--- src/rtl/scan_bist_pkg.sv ---
// Shared definitions for the scan BIST controller: FSM state encoding,
// default chain length, LFSR/MISR tap masks and the common shift helper.
package scan_bist_pkg;

  localparam int         CHAIN_LEN_DEF = 8;
  localparam logic [7:0] LFSR_TAPS     = 8'h8E;  // bits 7,3,2,1
  localparam logic [7:0] MISR_TAPS     = 8'h8E;  // bits 7,3,2,1

  typedef enum logic [2:0] {
    ST_IDLE,
    ST_LOAD,
    ST_CAPTURE,
    ST_UNLOAD,
    ST_DONE
  } state_t;

  // Left shift with XOR feedback of the tapped bits plus an injected bit.
  // The LFSR uses b=0; the MISR injects the unloaded response bit.
  function automatic logic [7:0] shift8(input logic [7:0] v,
                                        input logic [7:0] taps,
                                        input logic       b);
    return {v[6:0], (^(v & taps)) ^ b};
  endfunction

endpackage

--- src/rtl/scan_bist_if.sv ---
// Session control and scan-chain bundle.
//   master: drives start/seed/num_patterns and the chain's scan_out_chain
//   slave : the controller; drives scan_in/scan_en/busy/done/signature
interface scan_bist_if;
  logic       start;
  logic [7:0] seed;
  logic [3:0] num_patterns;
  logic       scan_out_chain;
  logic       scan_in;
  logic       scan_en;
  logic       busy;
  logic       done;
  logic [7:0] signature;

  modport master (
    output start, seed, num_patterns, scan_out_chain,
    input  scan_in, scan_en, busy, done, signature
  );

  modport slave (
    input  start, seed, num_patterns, scan_out_chain,
    output scan_in, scan_en, busy, done, signature
  );
endinterface

--- src/rtl/scan_bist_controller_misr8.sv ---
// 8-bit MISR compacting the unloaded scan response.
//   clk, rst_n : clock, async active-low reset
//   clr        : synchronous clear to 8'h00 (session start)
//   en         : absorb bit_in this cycle
//   sig        : current signature
module misr8
  import scan_bist_pkg::*;
(
  input  logic       clk,
  input  logic       rst_n,
  input  logic       clr,
  input  logic       en,
  input  logic       bit_in,
  output logic [7:0] sig
);

  always_ff @(posedge clk or negedge rst_n) begin
    if (!rst_n)   sig <= 8'h00;
    else if (clr) sig <= 8'h00;
    else if (en)  sig <= shift8(sig, MISR_TAPS, bit_in);
  end

endmodule

--- src/rtl/scan_bist_controller.sv ---
// Scan BIST session controller. Per pattern: LOAD shifts the LFSR pattern
// into the chain MSB first, CAPTURE pulses one functional cycle, UNLOAD
// shifts the response out into the MISR, then the LFSR steps.
//   clk, rst_n : clock, async active-low reset
//   bus        : scan_bist_if.slave (start/seed/num_patterns in,
//                scan_in/scan_en/busy/done/signature out)
module scan_bist_controller
  import scan_bist_pkg::*;
#(
  parameter int CHAIN_LEN = CHAIN_LEN_DEF
) (
  input  logic         clk,
  input  logic         rst_n,
  scan_bist_if.slave   bus
);

  // Counter must reach CHAIN_LEN (UNLOAD) and expose at least 3 bits
  // for the pattern bit index.
  localparam int CNT_RAW = $clog2(CHAIN_LEN + 2);
  localparam int CNT_W   = (CNT_RAW < 3) ? 3 : CNT_RAW;

  state_t             state, state_nxt;
  logic [7:0]         lfsr;
  logic [3:0]         pat_cnt;
  logic [CNT_W-1:0]   bit_cnt;
  logic               load_last, unload_last, accept;
  logic [2:0]         bit_idx;
  logic [7:0]         sig;

  assign accept      = (state == ST_IDLE) && bus.start;
  assign load_last   = (bit_cnt == CNT_W'(CHAIN_LEN - 1));
  assign unload_last = (bit_cnt == CNT_W'(CHAIN_LEN));
  assign bit_idx     = ~bit_cnt[2:0];  // 7 - bit_cnt: MSB goes out first

  // State register
  always_ff @(posedge clk or negedge rst_n) begin
    if (!rst_n) state <= ST_IDLE;
    else        state <= state_nxt;
  end

  // Next state
  always_comb begin
    state_nxt = state;
    case (state)
      ST_IDLE:    if (bus.start) state_nxt = (bus.num_patterns != 4'd0) ? ST_LOAD : ST_DONE;
      ST_LOAD:    if (load_last) state_nxt = ST_CAPTURE;
      ST_CAPTURE: state_nxt = ST_UNLOAD;
      ST_UNLOAD:  if (unload_last) state_nxt = (pat_cnt == 4'd1) ? ST_DONE : ST_LOAD;
      ST_DONE:    state_nxt = ST_IDLE;
      default:    state_nxt = ST_IDLE;
    endcase
  end

  // Moore outputs, decoded from registers only
  always_comb begin
    bus.busy    = 1'b0;
    bus.scan_en = 1'b0;
    bus.scan_in = 1'b0;
    bus.done    = 1'b0;
    case (state)
      ST_LOAD: begin
        bus.busy    = 1'b1;
        bus.scan_en = 1'b1;
        bus.scan_in = lfsr[bit_idx];
      end
      ST_CAPTURE: bus.busy = 1'b1;
      ST_UNLOAD: begin
        bus.busy    = 1'b1;
        bus.scan_en = 1'b1;
      end
      ST_DONE: bus.done = 1'b1;
      default: ;
    endcase
  end

  // Pattern LFSR, bit counter and pattern counter
  always_ff @(posedge clk or negedge rst_n) begin
    if (!rst_n) begin
      lfsr    <= 8'h00;
      pat_cnt <= 4'd0;
      bit_cnt <= '0;
    end else begin
      case (state)
        ST_IDLE: begin
          bit_cnt <= '0;
          if (accept && bus.num_patterns != 4'd0) begin
            lfsr    <= bus.seed;
            pat_cnt <= bus.num_patterns;
          end
        end
        ST_LOAD: bit_cnt <= load_last ? '0 : bit_cnt + 1'b1;
        ST_UNLOAD: begin
          if (unload_last) begin
            bit_cnt <= '0;
            lfsr    <= shift8(lfsr, LFSR_TAPS, 1'b0);
            pat_cnt <= pat_cnt - 4'd1;
          end else begin
            bit_cnt <= bit_cnt + 1'b1;
          end
        end
        default: bit_cnt <= '0;
      endcase
    end
  end

  // UNLOAD cycle 0 sees the chain's stale output register; skip it.
  misr8 u_misr (
    .clk    (clk),
    .rst_n  (rst_n),
    .clr    (accept),
    .en     ((state == ST_UNLOAD) && (bit_cnt != '0)),
    .bit_in (bus.scan_out_chain),
    .sig    (sig)
  );

  assign bus.signature = sig;

endmodule

--- src/flat_wrapper.sv ---
// flat-port wrapper written by rule: the top's interface ports become plain ports
module scan_bist_controller_flat import scan_bist_pkg::*;
#(
  parameter int CHAIN_LEN = CHAIN_LEN_DEF
)
  (clk, rst_n, bus_start, bus_seed, bus_num_patterns, bus_scan_out_chain, bus_scan_in, bus_scan_en, bus_busy, bus_done, bus_signature);
  scan_bist_if bus_i ();
  input  logic clk;
  input  logic rst_n;
  input wire logic [$bits(bus_i.start)-1:0] bus_start;
  input wire logic [$bits(bus_i.seed)-1:0] bus_seed;
  input wire logic [$bits(bus_i.num_patterns)-1:0] bus_num_patterns;
  input wire logic [$bits(bus_i.scan_out_chain)-1:0] bus_scan_out_chain;
  output wire logic [$bits(bus_i.scan_in)-1:0] bus_scan_in;
  output wire logic [$bits(bus_i.scan_en)-1:0] bus_scan_en;
  output wire logic [$bits(bus_i.busy)-1:0] bus_busy;
  output wire logic [$bits(bus_i.done)-1:0] bus_done;
  output wire logic [$bits(bus_i.signature)-1:0] bus_signature;
  assign bus_i.start = bus_start;
  assign bus_i.seed = bus_seed;
  assign bus_i.num_patterns = bus_num_patterns;
  assign bus_i.scan_out_chain = bus_scan_out_chain;
  assign bus_scan_in = bus_i.scan_in;
  assign bus_scan_en = bus_i.scan_en;
  assign bus_busy = bus_i.busy;
  assign bus_done = bus_i.done;
  assign bus_signature = bus_i.signature;
  scan_bist_controller #(.CHAIN_LEN(CHAIN_LEN)) u_core (.clk(clk), .rst_n(rst_n), .bus(bus_i));
endmodule
--- config.mk ---
export PLATFORM = sky130hd
export DESIGN_NAME = scan_bist_controller_flat
export DESIGN_NICKNAME = d
export VERILOG_FILES = /design/src/rtl/scan_bist_pkg.sv /design/src/rtl/scan_bist_if.sv /design/src/rtl/scan_bist_controller_misr8.sv /design/src/rtl/scan_bist_controller.sv /design/src/flat_wrapper.sv
export SDC_FILE = /design/constraint.sdc
export NUM_CORES = 1
export LEC_CHECK = 0
export ABC_AREA = 1
export BUFFER_PORTS_ARGS = -buffer_cell sky130_fd_sc_hd__buf_2
export CAP_MARGIN = 20
export CORE_MARGIN = 1.5
export CORE_UTILIZATION = 55
export CTS_CLUSTER_DIAMETER = 40
export DETAILED_ROUTE_END_ITERATION = 7
export PLACE_DENSITY = 0.85
export SYNTH_ARGS = -nofsm -noshare
export SYNTH_HDL_FRONTEND = slang
export SYNTH_SLANG_ARGS = --single-unit
--- constraint.sdc ---
create_clock -name clk -period 1.9 [get_ports clk]
set_input_delay 0.19 -clock clk [delete_from_list [all_inputs] [get_ports clk]]
set_output_delay 0.19 -clock clk [all_outputs]
set_load 0.005 [all_outputs]
==> flow_summary.json <==
{
  "run_status": "finished, final reports clean",
  "clk_transition_reported_paths_ns": 0.15,
  "post-dp-hpwl_um": 2420,
  "placementRows": 19,
  "crit_path_frequent_cell": "nor2_1",
  "numCtsBuffers": 3,
  "cellPowerDensity_nw_per_um2": 738,
  "cts_max_level": 1,
  "comb_power_share_pct": 27.0,
  "nets": 286,
  "seqPwrFrac_pct": 53.8,
  "reg2reg_from": "u_core.bit_cnt[1]",
  "cp-startpoint": "u_core.bit_cnt[1]",
  "swShare_pct": 31.9,
  "min_from": "bus_scan_out_chain",
  "timing_hold_violations_final": 0,
  "start_kind": "register",
  "area_delta_synth_final_pct": 11.5,
  "ant_nets": 0,
  "worst_clock_skew_ns": 0.00657,
  "drive_above_1_share_pct": 17.4,
  "cts-root-buf": "clkbuf_4",
  "detailedRoute.firstIterationViolations": 51,
  "report.final.slew_viol_count": 0,
  "cts_sinks": 27,
  "netlist_area_um2": 1640,
  "remaining_drc_errors": 0,
  "die_height_um": 57.6,
  "arrival_time_of_data_at_the_critical_path_endpoint_ns": 1.53,
  "finish.utilization_pct": 65.7,
  "worst-path-max-fanout": 6,
  "fp.coreArea_um2": 2780,
  "fin_crit_sh_pct": 90.7,
  "criticalPathCategory": "reg2out",
  "die_area_um2": 3310,
  "grt_start_max_net_pins": 28,
  "synthesis.area_per_instance_um2": 6.91,
  "synth_cell_type_count": 26,
  "relative_slew_slack_pct": 60.6,
  "critical-path-max-stage-delay_ns": 0.49,
  "place.port_buffers": 27,
  "synthesis.yosys.warnings": 0,
  "syn_inst": 237,
  "vias": 1471,
  "clock_latency_ns": 0.34,
  "global_route.usage.total_pct": 21.9,
  "hold_class": "in2reg",
  "timing_worst_slew_pin_value_ns": 0.590,
  "grt_first_pass_wirelength_um": 5690,
  "worst_case_vdd_ir_drop_v": 0.000852,
  "max-clock-path-buffers": 2,
  "fmax_mhz": 580,
  "final.fill_count": 265,
  "totalWireLength_um": 3170,
  "grt.overflow.total": 0,
  "first_global_vias": 1337,
  "insertedDiodeCount": 0,
  "floorplan.die.width_um": 57.6,
  "setup_viol_count_final": 0,
  "power.share.clock_pct": 19.2,
  "gp_congestion": 0.863,
  "power_switching_uw": 431,
  "dpl-instance-area_um2": 1790,
  "detail_route.vias_per_cell": 4.97,
  "stdcell_area_um2": 1830,
  "period_needed_ns": 1.72,
  "cts_tree": "done",
  "routed_wire_length_per_instance_um": 10.7,
  "worst-endpoint-required_ns": 1.71,
  "grt_antenna_before_repair": 0,
  "floorplan.io_pins": 28,
  "drt-pass1-iter-count": 4,
  "synth.yosys.seq_area_share_pct": 41.3,
  "setup_tns_ns": 0,
  "initial_utilization_pct": 58.9,
  "cp_slowest_cell": "dfrtp_1",
  "timing.critical_path.cells": "inv_1 > a21oi_1 > o21ai_0 > nand2_1 > nor2_1 > nor2_1 > buf_2",
  "synth.net_count": 257,
  "drv_cap": 0,
  "internal_pwr_total_uw": 918,
  "synth-seq-cells": 27,
  "unrepaired_setup_endpoints_after_global_routing": "false",
  "critPathCaptureType": "output port",
  "leakage_uw": 0.000984
}
## repair_timing
item	4_1_cts	5_1_grt
endpoints found under the hold margin	27	0
hold buffers	1	0
resized for setup	0	1
endpoints found under the setup margin	0	1
buffers inserted	0	0
## cell families after synthesis
group	Yosys count	synth area share [%]
xor gates and xnor gates	3	1.60
AOI/OAI and AO/OA	26	8.71
buffers and inverters	39	9.85
DFF	27	41.3
and+or+nand+nor	138	35.5
adders and majority gates	4	3.06
## sequential cells by signal, indices dropped and copies added, names as in the netlist
register           flops
u_core.bit_cnt         4
u_core.lfsr            8
u_core.pat_cnt         4
u_core.state           3
u_core.u_misr.sig      8
## layer usage
metal	share of wire (%)	GRT usage [%]	vias to the layer above	wire length (µm)
met5	0	0	-	0
met4	1.2	7.31	0	39
met3	3.7	4.54	5	116
met2	46	35.4	28	1460
met1	49	29.4	653	1550
li1	-	-	785	-
## power groups by stage
stage	clock network (µW)	logic, µW	registers (µW)
6_report	259	364	725
5_1_grt	289	426	741
4_1_cts	265	371	727
3_5_place_dp	0	366	739
3_3_place_gp	0	361	733
2_1_floorplan	0	216	743
## through the flow
stage / worst slack [ns] / power, µW / std cells / hold WS (ns)
finish: 0.177 / 1350 / 296 / 0.111
global route: 0.0222 / 1460 / 296 / 0.140
CTS: 0.125 / 1360 / 296 / 0.107
detailed placement: 0.224 / 1110 / 291 / 0.223
global placement: 0.293 / 1090 / 291 / 0.219
floorplan: 0.485 / 959 / 237 / -0.106
## final cells by class
class	count	area, µm²	share of cell area (%)
multi-input cells	171	801	43.8
flip-flops and latches	27	677	37.1
repair buffers	29	153	8.36
inverters	34	128	6.99
well taps	31	38.8	2.12
clock buffers	3	22.5	1.23
clock inverters	1	7.51	0.411
## path summary, 6_finish.rpt
path | end | slack, ns | cells after the start
worst min register to register | u_core.lfsr[0] | 0.51 | 2
min in group asynchronous | u_core.bit_cnt[1] | 0.37 | 2
max in group asynchronous | u_core.bit_cnt[0] | 1.11 | 2
worst max register to register | u_core.lfsr[4] | 0.25 | 8
worst max-delay path | bus_scan_in | 0.18 | 7
worst min-delay path | u_core.u_misr.sig[0] | 0.11 | 4
## worst max-delay path, delay by kind of cell, from the launching register on
kind / cells / cell delay (ns)
AOI/OAI and AO/OA: 2 / 0.21
buffers and inverters: 2 / 0.23
DFF: 1 / 0.49
and+or+nand+nor: 3 / 0.26
## cell usage after synthesis (all sizes together)
| cell | count | area share (%) |
|---|---|---|
| buf | 5 | 2.1 |
| o21ai | 12 | 3.7 |
| or2 | 2 | 0.76 |
| nor2 | 20 | 5.7 |
| nand2 | 101 | 24 |
| dfrtp | 27 | 41 |
| and2 | 1 | 0.38 |
| ha | 4 | 3.1 |
| inv | 34 | 7.8 |
| nand3 | 14 | 4.6 |
| o211ai | 1 | 0.46 |
| xor2 | 1 | 0.53 |
| o22ai | 7 | 2.7 |
| xnor2 | 2 | 1.1 |
| a21oi | 5 | 1.5 |
| a31oi | 1 | 0.38 |
## layout by cell type, fill, tap and decap left out, types with 3 or more instances in the layout
master    count
dfrtp_1      26
nand3_1      13
inv_2         5
o21ai_0      10
a21oi_1       5
ha_1          4
clkbuf_4      3
nor2_1       18
inv_1        29
nand2_2       3
nand2_1      97
buf_2        27
o22ai_1       7
Power figures use the tool's default switching activity.
